<file path="config.mk">
export PLATFORM = sky130hd
export DESIGN_NAME = fpu_bus_master
export DESIGN_NICKNAME = d
export VERILOG_FILES = /design/src/rtl/fpu_bus_master.sv
export SDC_FILE = /design/constraint.sdc
export NUM_CORES = 1
export LEC_CHECK = 0
export CORE_MARGIN = 2
export CORE_UTILIZATION = 59
export CTS_BUF_LIST = sky130_fd_sc_hd__clkbuf_4
export DETAILED_ROUTE_END_ITERATION = 8
export DONT_BUFFER_PORTS = 1
export GPL_ROUTABILITY_DRIVEN = 0
export PLACE_DENSITY = 0.83
export SYNTH_ARGS = -nofsm -noshare
export SYNTH_HDL_FRONTEND = slang
export SYNTH_SLANG_ARGS = --single-unit
</file>
<file path="constraint.sdc">
create_clock -name clk -period 2.3 [get_ports clk]
set_clock_uncertainty 0.05 [all_clocks]
set_input_delay 0.115 -clock clk [delete_from_list [all_inputs] [get_ports clk]]
set_output_delay 0.115 -clock clk [all_outputs]
set_load 0.02 [all_outputs]
</file>
<file path="src/rtl/fpu_bus_master.sv">
// fpu_bus_master
// Hardware initiator for the FPU 8-bit peripheral bus. Accepts one operation
// request (A, B, op) on a valid/ready interface and runs the full register
// sequence: operand writes, op write, start write, wait for cmd_end, result
// read, end_ack handshake, then emits a one-cycle response.
//
// Ports:
//   clk, arst           clock, synchronous active-high reset
//   req_*               request interface (valid/ready, op, operands, use_b)
//   rsp_*               response pulse, result word, timeout flag
//   fpu_data_out/in     FPU data bus (write / read)
//   fpu_addr            FPU register address
//   fpu_cs/rd/wr        active-low chip select and strobes
//   fpu_end_ack         end acknowledge (active-high)
//   fpu_cmd_end         command end level from the FPU
//   fpu_busy            FPU busy, gates request acceptance
module fpu_bus_master #(
    parameter int unsigned STROBE_CYCLES  = 1,
    parameter int unsigned TIMEOUT_CYCLES = 4096
) (
    input  logic        clk,
    input  logic        arst,
    input  logic        req_valid,
    output logic        req_ready,
    input  logic [7:0]  req_op,
    input  logic [31:0] req_a,
    input  logic [31:0] req_b,
    input  logic        req_use_b,
    output logic        rsp_valid,
    output logic [31:0] rsp_result,
    output logic        rsp_timeout,
    output logic [7:0]  fpu_data_out,
    input  logic [7:0]  fpu_data_in,
    output logic [3:0]  fpu_addr,
    output logic        fpu_cs,
    output logic        fpu_rd,
    output logic        fpu_wr,
    output logic        fpu_end_ack,
    input  logic        fpu_cmd_end,
    input  logic        fpu_busy
);

    localparam int unsigned SW = (STROBE_CYCLES > 1) ? $clog2(STROBE_CYCLES) : 1;
    localparam int unsigned TW = (TIMEOUT_CYCLES > 1) ? $clog2(TIMEOUT_CYCLES) : 1;

    typedef enum logic [3:0] {
        StIdle,
        StWrA,
        StWrB,
        StWrOp,
        StWrStart,
        StWaitEnd,
        StRdRes,
        StAck,
        StDone
    } state_e;

    // Sub-phases of one bus access.
    typedef enum logic [1:0] {
        PhSetup,
        PhStrobe,
        PhHold
    } phase_e;

    function automatic logic is_access(state_e s);
        return (s == StWrA) || (s == StWrB) || (s == StWrOp) || (s == StWrStart) ||
               (s == StRdRes);
    endfunction

    function automatic logic is_write(state_e s);
        return (s == StWrA) || (s == StWrB) || (s == StWrOp) || (s == StWrStart);
    endfunction

    state_e        state_q, state_d;
    phase_e        phase_q, phase_d;
    logic [SW-1:0] scnt_q, scnt_d;
    logic [1:0]    idx_q, idx_d;
    logic [TW-1:0] tmo_q, tmo_d;
    logic          tmo_hit_q, tmo_hit_d;
    logic [31:0]   a_q, a_d;
    logic [31:0]   b_q, b_d;
    logic [7:0]    op_q, op_d;
    logic          use_b_q, use_b_d;
    logic [31:0]   res_q, res_d;

    logic          cs_q, cs_d;
    logic          rd_q, rd_d;
    logic          wr_q, wr_d;
    logic [3:0]    addr_q, addr_d;
    logic [7:0]    dout_q, dout_d;
    logic          end_ack_q, end_ack_d;
    logic          rsp_valid_q, rsp_valid_d;
    logic [31:0]   rsp_result_q, rsp_result_d;
    logic          rsp_timeout_q, rsp_timeout_d;

    logic          access_done;
    logic          strobe_last;
    logic          tmo_expired;

    assign req_ready   = (state_q == StIdle) && !fpu_busy;
    assign strobe_last = (scnt_q == SW'(STROBE_CYCLES - 1));
    // Counter is cleared on entry, so hitting TIMEOUT_CYCLES-1 means the
    // state has been occupied for TIMEOUT_CYCLES cycles.
    assign tmo_expired = (TIMEOUT_CYCLES != 0) && (tmo_q == TW'(TIMEOUT_CYCLES - 1));

    // Sequencer next state.
    always_comb begin
        state_d     = state_q;
        phase_d     = phase_q;
        scnt_d      = scnt_q;
        idx_d       = idx_q;
        tmo_d       = tmo_q;
        tmo_hit_d   = tmo_hit_q;
        a_d         = a_q;
        b_d         = b_q;
        op_d        = op_q;
        use_b_d     = use_b_q;
        res_d       = res_q;
        access_done = 1'b0;

        if (is_access(state_q)) begin
            unique case (phase_q)
                PhSetup: begin
                    phase_d = PhStrobe;
                    scnt_d  = '0;
                end
                PhStrobe: begin
                    if (strobe_last) begin
                        phase_d = PhHold;
                        // Capture on the edge that ends the strobe.
                        if (state_q == StRdRes) begin
                            res_d[{idx_q, 3'b000} +: 8] = fpu_data_in;
                        end
                    end else begin
                        scnt_d = scnt_q + 1'b1;
                    end
                end
                PhHold: begin
                    access_done = 1'b1;
                    phase_d     = PhSetup;
                end
                default: phase_d = PhSetup;
            endcase
        end

        unique case (state_q)
            StIdle: begin
                if (req_valid && req_ready) begin
                    a_d       = req_a;
                    b_d       = req_b;
                    op_d      = req_op;
                    use_b_d   = req_use_b;
                    idx_d     = 2'd0;
                    phase_d   = PhSetup;
                    tmo_hit_d = 1'b0;
                    state_d   = StWrA;
                end
            end
            StWrA: begin
                if (access_done) begin
                    if (idx_q == 2'd3) begin
                        idx_d   = 2'd0;
                        state_d = use_b_q ? StWrB : StWrOp;
                    end else begin
                        idx_d = idx_q + 2'd1;
                    end
                end
            end
            StWrB: begin
                if (access_done) begin
                    if (idx_q == 2'd3) begin
                        idx_d   = 2'd0;
                        state_d = StWrOp;
                    end else begin
                        idx_d = idx_q + 2'd1;
                    end
                end
            end
            StWrOp: begin
                if (access_done) begin
                    state_d = StWrStart;
                end
            end
            StWrStart: begin
                if (access_done) begin
                    tmo_d   = '0;
                    state_d = StWaitEnd;
                end
            end
            StWaitEnd: begin
                if (fpu_cmd_end) begin
                    idx_d   = 2'd0;
                    phase_d = PhSetup;
                    state_d = StRdRes;
                end else if (tmo_expired) begin
                    tmo_hit_d = 1'b1;
                    state_d   = StDone;
                end else begin
                    tmo_d = tmo_q + 1'b1;
                end
            end
            StRdRes: begin
                if (access_done) begin
                    if (idx_q == 2'd3) begin
                        idx_d   = 2'd0;
                        tmo_d   = '0;
                        state_d = StAck;
                    end else begin
                        idx_d = idx_q + 2'd1;
                    end
                end
            end
            StAck: begin
                if (!fpu_cmd_end) begin
                    state_d = StDone;
                end else if (tmo_expired) begin
                    tmo_hit_d = 1'b1;
                    state_d   = StDone;
                end else begin
                    tmo_d = tmo_q + 1'b1;
                end
            end
            StDone:  state_d = StIdle;
            default: state_d = StIdle;
        endcase
    end

    // Outputs are decoded from the next state so they register together
    // with it; the cycle after an edge always shows that edge's state.
    always_comb begin
        cs_d          = 1'b1;
        rd_d          = 1'b1;
        wr_d          = 1'b1;
        addr_d        = 4'd0;
        dout_d        = 8'd0;
        end_ack_d     = 1'b0;
        rsp_valid_d   = 1'b0;
        rsp_result_d  = rsp_result_q;
        rsp_timeout_d = rsp_timeout_q;

        unique case (state_d)
            StWrA: begin
                cs_d   = 1'b0;
                addr_d = {2'b00, idx_d};
                dout_d = a_d[{idx_d, 3'b000} +: 8];
            end
            StWrB: begin
                cs_d   = 1'b0;
                addr_d = {2'b01, idx_d};
                dout_d = b_d[{idx_d, 3'b000} +: 8];
            end
            StWrOp: begin
                cs_d   = 1'b0;
                addr_d = 4'd8;
                dout_d = op_d;
            end
            StWrStart: begin
                cs_d   = 1'b0;
                addr_d = 4'd9;
            end
            StRdRes: begin
                cs_d   = 1'b0;
                addr_d = 4'd9 + {2'b00, idx_d};
            end
            StAck: end_ack_d = 1'b1;
            StDone: begin
                rsp_valid_d   = 1'b1;
                rsp_result_d  = tmo_hit_d ? 32'd0 : res_d;
                rsp_timeout_d = tmo_hit_d;
            end
            default: ;
        endcase

        if (phase_d == PhStrobe) begin
            if (is_write(state_d)) begin
                wr_d = 1'b0;
            end else if (state_d == StRdRes) begin
                rd_d = 1'b0;
            end
        end
    end

    always_ff @(posedge clk) begin
        if (arst) begin
            state_q       <= StIdle;
            phase_q       <= PhSetup;
            scnt_q        <= '0;
            idx_q         <= 2'd0;
            tmo_q         <= '0;
            tmo_hit_q     <= 1'b0;
            a_q           <= 32'd0;
            b_q           <= 32'd0;
            op_q          <= 8'd0;
            use_b_q       <= 1'b0;
            res_q         <= 32'd0;
            cs_q          <= 1'b1;
            rd_q          <= 1'b1;
            wr_q          <= 1'b1;
            addr_q        <= 4'd0;
            dout_q        <= 8'd0;
            end_ack_q     <= 1'b0;
            rsp_valid_q   <= 1'b0;
            rsp_result_q  <= 32'd0;
            rsp_timeout_q <= 1'b0;
        end else begin
            state_q       <= state_d;
            phase_q       <= phase_d;
            scnt_q        <= scnt_d;
            idx_q         <= idx_d;
            tmo_q         <= tmo_d;
            tmo_hit_q     <= tmo_hit_d;
            a_q           <= a_d;
            b_q           <= b_d;
            op_q          <= op_d;
            use_b_q       <= use_b_d;
            res_q         <= res_d;
            cs_q          <= cs_d;
            rd_q          <= rd_d;
            wr_q          <= wr_d;
            addr_q        <= addr_d;
            dout_q        <= dout_d;
            end_ack_q     <= end_ack_d;
            rsp_valid_q   <= rsp_valid_d;
            rsp_result_q  <= rsp_result_d;
            rsp_timeout_q <= rsp_timeout_d;
        end
    end

    assign fpu_cs       = cs_q;
    assign fpu_rd       = rd_q;
    assign fpu_wr       = wr_q;
    assign fpu_addr     = addr_q;
    assign fpu_data_out = dout_q;
    assign fpu_end_ack  = end_ack_q;
    assign rsp_valid    = rsp_valid_q;
    assign rsp_result   = rsp_result_q;
    assign rsp_timeout  = rsp_timeout_q;

endmodule

</file>
# Word-level counts from Yosys, hierarchy flattened
# Index checks and enable logic that the tools add are counted.
# word_totals
regBits	177
inputBits	86
# op_classes
add_sub_neg	5
eq_ne	24
n_shift	4
n_mux	60
bitwise_logic	1
reduce_logical	21
# ops
op	count
$mux W32	9
$mux W12	6
$shiftx A32 B6 Y8	2
$mux W4	12
$pmux W12 S4	1
$bwmux W32	1
$pmux W4 S8	1
$shift A8 B7 Y32 const A	1
$shiftx A8 B7 Y32	1
$eq A4 B3 Y1 const B	7
$pmux W8 S3	1
$pmux W4 S5	1
$eq A4 B2 Y1 const B	4
$mux W2	8
$mux W8	2
$mux W1	13
$add A12 B1 Y12 const B	1
$eq A12 B12 Y1 const B	1
$eq A4 B1 Y1 const B	2
$ne A2 B2 Y1 const B	4
$pmux W2 S2	2
$logic_or A1 B1 Y1	7
$neg A5 Y7	1
$pmux W2 S3	1
other kinds (21)	26

# Longest topological paths before layout
# Gate-level depths: netlist of run 1.
# depth
ltp_word	13
mapped_depth	12

# Worst setup path before layout of run 1
# OpenSTA, ideal clock, no wires.
# synth_timing
kind	register to register
start	register state_q[3]
end	register dout_q[4] (netlist: fpu_data_out[4])
arrival_time_ns	2.356
required_ns	2.128
path_slack_ns	-0.228
path_stages_with_launch	11
n_path_buf	3
path_cell_list	dfxtp_1 -> clkbuf_1 -> nor4b_1 -> a32oi_1 -> o211a_1 -> nor4_1 -> buf_2 -> buf_4 -> mux2i_1 -> o32ai_1 -> a221o_1
# synth_between
elab_chain_cells	10
elab_cells_between_ends	44
# synth_rtl
element	line	text
start: declaration	74	state_e state_q, state_d;
start signal: assignment	285	state_q <= StIdle;
start signal: assignment	306	state_q <= state_d;
$eq A4 B1 Y1 or $eq A4 B2 Y1 (tied branches)	66, 146	
$logic_or A1 B1 Y1 (4 in a row)	66	return (s == StWrA) || (s == StWrB) || (s == StWrOp) || (s == StWrStart) ||
$mux W1	121	if (is_access(state_q)) begin
$mux W2 (tied with other cells)	170	if (access_done) begin
$pmux W2 S3 or $pmux W4 S8 (tied branches)	146	unique case (state_q)
$shiftx A32 B6 Y8 (tied with other cells)	250	dout_d = b_d[{idx_d, 3'b000} +: 8];
$pmux W8 S3 *	241	unique case (state_d)
end signal: assignment	321	dout_q <= dout_d;
end: declaration	90	logic [7:0] dout_q, dout_d;
# Every way passes the cells marked *; elsewhere a longest branch is shown, timed or not.
# A chain may end at the register's enable or synchronous reset.

# Final worst setup path of run 1
# layout_timing
start	register state_q[0]
end	register dout_q[6] (netlist: fpu_data_out[6])
# Same word-level chain as after synthesis.

==> impl_metrics.py, run 1 <==
metrics = {
    "run_status": {
        "status": "finished with violations",
        "violations": "negative setup slack",
    },
    "place": {
        "dp_slack_ns": -0.351,
        "hpwl_mm": 13.1,
        "io_buffers": 0,
    },
    "job": {
        "cap_viol_max_count": 0,
    },
    "floorplanning": {
        "chipWidth_um": 115,
        "io_pins": 137,
        "die_h_um": 115,
        "num_rows": 40,
        "start_util_pct": 60.6,
        "dieArea_um2": 13300,
        "core-area_um2": 12100,
    },
    "critical_path": {
        "cp-end-kind": "flop",
        "reg2reg_to": "fpu_data_out[6]",
        "crit_top_cell": "buf_4",
        "cp.arrival_ns": 3.35,
        "start_kind": "flop",
        "critPathKind": "flop to flop",
        "cp_top_family": "simple AND/OR/NAND/NOR gates",
        "cpMaxStageDelayCell": "or4_4",
        "worstSetupPathDepth": 10,
        "r2r_slack_ns": -0.54,
        "crit_fanout": 8,
        "path_buf_inv": 3,
        "required_ns": 2.81,
        "slowest_delay_ns": 0.58,
        "startpoint": "state_q[0]",
        "r2r-start": "state_q[0]",
        "path_cells": "buf_6 -> nor4b_1 -> a22oi_2 -> o2111ai_2 -> buf_4 -> buf_4 -> nor2_1 -> or4_4 -> o22ai_2 -> a21o_1",
        "r2r_cells": 10,
    },
    "hold_path": {
        "min_from": "arst",
        "min_to": "b_q[7]",
        "hold_class": "primary input to flop",
        "hold_depth": 2,
    },
    "route": {
        "wire_per_inst_um": 23.7,
        "drtIter0Drc": 934,
        "dr.pass1.iters": 5,
        "ant_nets": 0,
        "via_per_inst": 6.54,
        "route.detailed.drc": 0,
        "finalWirelength_mm": 27.4,
        "num_vias": 7558,
    },
    "power": {
        "power.switching_mw": 1.75,
        "p_leak_nw": 3.91,
        "comb_power_share_pct": 14.7,
        "power_density_nw_per_um2": 590,
        "switching_share_pct": 29.4,
        "ir_worst_vdd_v": 0.000492,
        "p_int_mw": 4.20,
        "p_total_mw": 5.95,
        "seqPwrFrac_pct": 54.2,
        "clockPowerShare_pct": 31.1,
    },
    "global_route": {
        "grt_pass1_vias": 7189,
        "grt_max_degree": 123,
        "overflow": 0,
        "grt_pass1_wl_mm": 36.7,
        "grt_antenna_before_repair": 0,
        "grtUsageTotal_pct": 35.9,
    },
    "sta": {
        "fin_crit_ns": 2.84,
        "whs_ns": 0.0279,
        "tightest_slew_ns": 0.622,
        "drv_slew": 0,
        "relSlewSlack_pct": 57.9,
        "fin_crit_sh_pct": 124,
        "rsz0062_at_grt": "yes",
        "hold_violations": 0,
        "timing.final.ws_setup_ns": -0.541,
        "fmax_mhz": 352,
        "setup_viol": 39,
    },
    "logic_synthesis": {
        "ys_ff_latch": 176,
        "synthCells": 811,
        "async_reset_ff_share_pct": 0,
        "ys_warn_count": 0,
        "synth_ff_type": "dfxtp_1",
        "ys_types": 63,
        "synth-seq-area-share_pct": 48.2,
        "syn_nets": 905,
        "synth-edff-count": 0,
        "syn-mean-instance-area_um2": 9.02,
        "synth_area_um2": 7310,
    },
    "clocking": {
        "clk_path_buf_depth": 2,
        "insertion_delay_ns": 0.63,
        "root_buffer": "clkbuf_4",
        "path_clk_slew_ns": 0.19,
        "htreeDepth": 4,
        "clock-sinks": 176,
        "tritoncts": "built",
        "cts_buffers": 17,
    },
    "cells_and_area": {
        "syn_to_final_growth_pct": 38.0,
        "nets": 1068,
        "diodes": 0,
        "multi_input_area_um2": 3980,
        "layout_common_cells": "dfxtp_1 (163), nand2_1 (129), dlygate4sd3_1 (86), buf_4 (85), a21oi_1 (77)",
        "final_common_cell": "dfxtp_1",
        "fin_util_pct": 83.7,
        "regArea_um2": 3550,
        "drive_gt1_share_pct": 24.1,
        "final.fill_count": 564,
    },
}
==> repair_timing <==
action	4_1_cts	5_1_grt
buffers inserted	20	19
hold buffers	86	1
endpoints found under the setup margin	51	90
gates cloned	1	3
pin swaps	24	33
resized for setup	55	70
hold endpoints to repair	176	1
==> final cells by class <==
cell class,count,share of cell area [%]
tap,168,2.08
clock buffer,17,1.26
inverter,7,0.310
clock inverter,15,1.56
sequential,176,35.2
timing repair buffer,202,20.2
multi-input combinational,570,39.5
==> synth_stat cells (all sizes together) (8+ instances only) <==
cell    number  area share [%]
a21oi       80             5.5
nand2b       8            0.68
ha           8             1.4
mux2i       70             9.6
nand2      134             6.9
dfxtp      176              48
nand4       36             3.2
nor2        74             3.8
a22o        32             3.8
buf         20             1.6
clkbuf      38             2.0
nor3        13             1.0
o21ai       10            0.68
==> through the flow <==
stage | cells | TNS, ns | area [µm²]
final | 1155 | -6.88 | 10100
after global routing | 1155 | -7.65 | 10100
after CTS | 1133 | -2.15 | 9550
after detailed placement | 994 | -6.16 | 7940
after global placement | 994 | -3.73 | 7940
after floorplan | 811 | -0.200 | 7370
==> registers in the layout, summed over array words and instances (netlist names), 2 cells and up <==
| signal | cells |
|---|---|
| idx_q | 2 |
| res_q | 32 |
| rsp_result | 32 |
| a_q | 32 |
| state_q | 4 |
| fpu_addr | 4 |
| phase_q | 2 |
| fpu_data_out | 8 |
| b_q | 32 |
| tmo_q | 12 |
| op_q | 8 |
==> worst register-to-register path, stage by stage, from the launching register on <==
cell and delay [ns]:
dfxtp_4 0.39, buf_6 0.14, nor4b_1 0.57, a22oi_2 0.11, o2111ai_2 0.26, buf_4 0.17, buf_4 0.11, nor2_1 0.06
or4_4 0.59, o22ai_2 0.25, a21o_1 0.11
==> layer usage <==
layer	vias up	part of all wire [%]	GRT usage [%]
li1	3190	-	-
met1	3501	34	40.1
met2	649	49	62.9
met3	218	10	8.96
met4	0	7.4	19.0
met5	-	0	0
==> power by group through the flow <==
stage               Clock, mW  Sequential (mW)  Combinational [mW]
global route             1.96             3.23               0.909
global placement            0             3.27               0.459
floorplan                   0             3.25               0.392
CTS                      1.79             3.21               0.696
finish                   1.85             3.22               0.876
detailed placement          0             3.27               0.481
==> logic make-up (layout without fill, tap and decap cells) <==
kind of cell,Yosys count,in the layout,share of synthesized area (%)
buffers and inverters,65,241,3.95
AOI/OAI and AO/OA,166,166,14.9
muxes,70,70,9.58
and+or+nand+nor,313,313,20.4
adders and majority gates,9,9,1.51
DFF,176,176,48.2
xor gates and xnor gates,12,12,1.44
==> worst max-delay path by stage <==
stage | to | slack, ns
finish | fpu_data_out[6] | -0.54
global route | fpu_data_out[1] | -0.51
CTS | fpu_data_out[4] | -0.28
detailed placement | fpu_data_out[2] | -0.35
global placement | fpu_data_out[4] | -0.20
floorplan | fpu_data_out[4] | -0.07
Power figures use the tool's default switching activity.
==> inputs of run 2 (changes only) <==
--- a/config.mk
+++ b/config.mk
@@ -12,6 +12,7 @@
 export DONT_BUFFER_PORTS = 1
 export GPL_ROUTABILITY_DRIVEN = 0
 export PLACE_DENSITY = 0.83
+export SETUP_SLACK_MARGIN = 0.3
 export SYNTH_ARGS = -nofsm -noshare
 export SYNTH_HDL_FRONTEND = slang
 export SYNTH_SLANG_ARGS = --single-unit
==> impl_metrics.py, run 2 (synthesis gave the netlist of run 1 again) <==
metrics = {
    "critical_path": {
        "r2r_slack_ns": -0.67,
        "cp-end-kind": "flop",
        "r2r_cells": 10,
        "start_kind": "flop",
        "crit_fanout": 8,
        "cpMaxStageDelayCell": "a2111o_2",
        "crit_path_end": "fpu_data_out[4]",
        "r2r-start": "state_q[0]",
        "critPathKind": "flop to flop",
        "path_cells": "buf_4 -> nor4b_4 -> buf_4 -> nand2b_4 -> o2111ai_4 -> buf_6 -> o21ai_2 -> a2111o_2 -> a211oi_2 -> a221o_1",
        "required_ns": 2.83,
        "slowest_delay_ns": 0.65,
        "cp.arrival_ns": 3.50,
        "startpoint": "state_q[0]",
        "reg2reg_to": "fpu_data_out[4]",
        "crit_top_cell": "buf_4",
    },
    "place": {
        "hpwl_mm": 13.5,
        "io_buffers": 0,
    },
    "global_route": {
        "overflow": 0,
        "grtUsageTotal_pct": 36.9,
        "grt_pass1_vias": 7225,
        "grt_pass1_wl_mm": 37.5,
        "grt_max_degree": 127,
        "grt_antenna_before_repair": 0,
    },
    "power": {
        "clockPowerShare_pct": 29.3,
        "p_int_mw": 4.29,
        "p_total_mw": 6.04,
        "comb_power_share_pct": 17.0,
        "seqPwrFrac_pct": 53.7,
        "ir_worst_vdd_v": 0.000863,
        "switching_share_pct": 29.0,
        "p_leak_nw": 3.93,
        "power_density_nw_per_um2": 570,
        "power.switching_mw": 1.75,
    },
    "cells_and_area": {
        "final_common_cell": "dfxtp_1",
        "drive_gt1_share_pct": 38.9,
        "layout_common_cells": "dfxtp_1 (162), nand2_1 (112), buf_4 (81), nor2_1 (63), a21oi_2 (43)",
        "nets": 1032,
        "syn_to_final_growth_pct": 44.8,
        "fin_util_pct": 87.8,
    },
    "floorplanning": {
        "num_rows": 40,
        "start_util_pct": 60.6,
        "dieArea_um2": 13300,
        "die_h_um": 115,
        "core-area_um2": 12100,
        "io_pins": 137,
        "chipWidth_um": 115,
    },
    "clocking": {
        "htreeDepth": 4,
        "clk_path_buf_depth": 2,
        "cts_buffers": 17,
        "path_clk_slew_ns": 0.15,
        "tritoncts": "built",
        "root_buffer": "clkbuf_4",
        "insertion_delay_ns": 0.63,
        "clock-sinks": 176,
    },
    "route": {
        "dr.pass1.iters": 8,
        "ant_nets": 0,
        "wire_per_inst_um": 28.6,
        "finalWirelength_mm": 32.0,
        "route.detailed.drc": 4,
        "drtIter0Drc": 1183,
        "via_per_inst": 7.08,
        "num_vias": 7923,
    },
    "sta": {
        "relSlewSlack_pct": 59.2,
        "setup_tns_ns": -24.14,
        "hold_violations": 166,
        "fmax_mhz": 337,
        "rsz0062_at_grt": "yes",
        "setup_viol": 89,
        "fin_crit_ns": 2.97,
        "fin_crit_sh_pct": 129,
        "drv_slew": 0,
        "whs_ns": -0.516,
        "tightest_slew_ns": 0.609,
        "timing.final.ws_setup_ns": -0.668,
    },
    "run_status": {
        "violations": "design-rule violations, negative hold slack, negative setup slack",
        "status": "finished with violations",
    },
    "job": {
        "cap_viol_max_count": 0,
    },
    "hold_path": {
        "min_from": "arst",
        "hold_class": "primary input to flop",
    },
}
==> run 2: routing by layer <==
layer | up-vias | global-route usage [%] | routed length, µm
li1 | 3124 | - | -
met1 | 3623 | 38.9 | 9970
met2 | 823 | 63.2 | 14800
met3 | 353 | 11.3 | 3510
met4 | 0 | 24.9 | 3660
met5 | - | 0 | 0
==> run 2: area by class of cell <==
class | count | area, µm²
clock inverter | 13 | 120
fill | 448 | 1470
sequential | 176 | 3550
antenna | 1 | 2.50
tap | 168 | 210
timing repair buffer | 166 | 1920
inverter | 7 | 40.0
clock buffer | 18 | 135
multi-input combinational | 570 | 4610
==> run 2: critical path: cells and delay by family, from the launching register on <==
kind                   cells  cell delay (ns)
AO/OA/AOI/OAI              5             1.34
buffers and inverters      3             0.59
AND/OR/NAND/NOR            2             0.49
flip-flops                 1             0.44
==> run 2: worst min-delay path by stage <==
| stage | to | slack [ns] | cells past startpoint |
|---|---|---|---|
| floorplan | a_q[28] | 0.20 | 2 |
| CTS | tmo_hit_q | -0.47 | 1 |
| detailed placement | tmo_hit_q | 0.16 | 1 |
| global route | tmo_hit_q | -0.51 | 1 |
| global placement | rsp_timeout | 0.16 | 1 |
| finish | tmo_hit_q | -0.52 | 1 |
==> run 2: repair_timing <==
item                                    CTS  global route
gates resized for setup                 132           176
cloned                                    8             7
buffers inserted                         40            26
pin swaps                                32            57
endpoints found under the setup margin  136           170
endpoints found under the hold margin   176           174
hold buffers                             12             1
==> run 2: stage by stage <==
step	hold slack [ns]	cell area, µm²	std cells	setup slack [ns]
final	-0.516	10600	1119	-0.668
after global routing	-0.511	10600	1118	-0.661
after CTS	-0.471	9410	1084	-0.281
after detailed placement	0.159	7930	993	-0.419
after global placement	0.160	7930	993	-0.255
after floorplan	0.201	7380	811	-0.0726
==> run 2: power groups by stage <==
stage	clock network (mW)	logic [mW]	registers (mW)
2_1_floorplan	0	0.395	3.25
3_3_place_gp	0	0.456	3.28
3_5_place_dp	0	0.484	3.28
4_1_cts	1.69	0.689	3.21
5_1_grt	1.86	1.05	3.24
6_report	1.77	1.02	3.24
==> inputs of run 3 (changes only) <==
--- a/config.mk
+++ b/config.mk
@@ -6,12 +6,13 @@
 export NUM_CORES = 1
 export LEC_CHECK = 0
 export CORE_MARGIN = 2
-export CORE_UTILIZATION = 59
+export CORE_UTILIZATION = 45
 export CTS_BUF_LIST = sky130_fd_sc_hd__clkbuf_4
 export DETAILED_ROUTE_END_ITERATION = 8
 export DONT_BUFFER_PORTS = 1
 export GPL_ROUTABILITY_DRIVEN = 0
-export PLACE_DENSITY = 0.83
+export MAX_ROUTING_LAYER = met4
+export PLACE_DENSITY = 0.67
 export SETUP_SLACK_MARGIN = 0.3
 export SYNTH_ARGS = -nofsm -noshare
 export SYNTH_HDL_FRONTEND = slang
==> impl_metrics.py, run 3 (synthesis gave the netlist of run 1 again) <==
metrics = {
    "critical_path": {
        "cp-end-kind": "flop",
        "critPathKind": "flop to flop",
        "cp.arrival_ns": 3.02,
        "start_kind": "flop",
        "crit_fanout": 8,
        "required_ns": 2.77,
        "startpoint": "state_q[2]",
        "r2r-start": "state_q[2]",
    },
    "route": {
        "via_per_inst": 5.45,
        "dr.pass1.iters": 5,
        "num_vias": 6204,
        "wire_per_inst_um": 17.8,
        "ant_nets": 0,
        "route.detailed.drc": 0,
        "finalWirelength_mm": 20.3,
        "drtIter0Drc": 392,
    },
    "sta": {
        "tightest_slew_ns": 0.457,
        "rsz0062_at_grt": "yes",
        "whs_ns": -0.435,
        "timing.final.ws_setup_ns": -0.251,
        "drv_slew": 0,
        "fmax_mhz": 392,
        "hold_violations": 172,
        "fin_crit_sh_pct": 111,
        "fin_crit_ns": 2.55,
        "setup_viol": 31,
        "relSlewSlack_pct": 69.1,
    },
    "floorplanning": {
        "io_pins": 137,
        "dieArea_um2": 17300,
        "num_rows": 46,
        "chipWidth_um": 131,
        "die_h_um": 131,
        "core-area_um2": 15900,
        "start_util_pct": 46.0,
    },
    "clocking": {
        "cts_buffers": 17,
        "tritoncts": "built",
        "path_clk_slew_ns": 0.15,
        "clock-sinks": 176,
        "root_buffer": "clkbuf_4",
        "htreeDepth": 4,
        "clk_path_buf_depth": 2,
        "ctsHoldBuffers": 12,
        "insertion_delay_ns": 0.58,
    },
    "place": {
        "io_buffers": 0,
        "hpwl_mm": 12.7,
        "place_inst": 1058,
    },
    "hold_path": {
        "hold_class": "primary input to flop",
        "min_from": "arst",
    },
    "global_route": {
        "grt_pass1_wl_mm": 31.3,
        "overflow": 0,
        "grtUsageTotal_pct": 23.2,
        "grt_pass1_vias": 5904,
        "grt_antenna_before_repair": 0,
        "grt_max_degree": 127,
    },
    "run_status": {
        "violations": "negative hold slack, negative setup slack",
        "status": "finished with violations",
    },
    "cells_and_area": {
        "diodes": 0,
        "final_common_cell": "dfxtp_1",
        "drive_gt1_share_pct": 29.1,
        "layout_common_cells": "dfxtp_1 (163), nand2_1 (129), buf_4 (90), a21oi_1 (74), nor2_1 (68)",
        "nets": 1003,
        "syn_to_final_growth_pct": 31.2,
        "fin_cells": 1138,
    },
    "power": {
        "p_leak_nw": 3.73,
        "ir_worst_vdd_v": 0.000451,
        "p_total_mw": 5.70,
        "power_density_nw_per_um2": 594,
    },
    "job": {
        "cap_viol_max_count": 0,
    },
}
run 3: per-layer routing:
layer | global-route usage, % | wire length [µm] | vias up
met1 | 29.3 | 8850 | 2946
met3 | 5.63 | 1150 | 19
met4 | 4.95 | 199 | 0
met2 | 38.0 | 10100 | 181
li1 | - | - | 3058
met5 | - | 0 | -
run 3: metrics by stage:
step	setup slack [ns]	instance area (µm²)	utilization [%]	setup TNS [ns]
after detailed placement	-0.291	8090	50.9	-2.35
after global placement	-0.254	8090	50.9	-1.92
final	-0.251	9600	60.4	-2.17
after global routing	-0.325	9600	60.4	-6.25
after floorplan	-0.0726	7380	-	-0.200
after CTS	-0.172	9210	58.0	-1.31
run 3: final timing paths:
path / to / slack, ns / cells past startpoint
setup / recovery: fpu_data_out[0] / -0.25 / 8
hold / removal: res_q[18] / -0.43 / 1
setup reg to reg: fpu_data_out[0] / -0.25 / 8
hold reg to reg: res_q[2] / 0.41 / 2
run 3: layout make-up:
type	count	area, µm²
fill	1355	6290
multi-input combinational	570	4080
sequential	176	3550
timing repair buffer	137	1360
tap	216	270
clock inverter	15	176
clock buffer	17	128
inverter	7	36.3
run 3: where the power goes:
| part | leakage [nW] | switching, mW | internal, mW |
|---|---|---|---|
| logic | 2.14 | 0.337 | 0.305 |
| clock network | 0.154 | 1.18 | 0.677 |
| registers | 1.43 | 0.0673 | 3.14 |
run 3: critical path, stage by stage, from the launching register on:
cell and delay (ns):
dfxtp_4 0.41, buf_4 0.16, nor4b_4 0.30, a32oi_2 0.12, o211a_4 0.19, or3_4 0.33, a2111o_2 0.59, a211oi_2 0.20
a211o_1 0.15
run 3: timing repair:
| item | 4_1_cts | 5_1_grt |
|---|---|---|
| setup buffers | 18 | 12 |
| cloned | 5 | 1 |
| hold endpoints to repair | 176 | 175 |
| setup endpoints to repair | 83 | 85 |
| pin swaps | 31 | 29 |
| gates resized for setup | 95 | 57 |
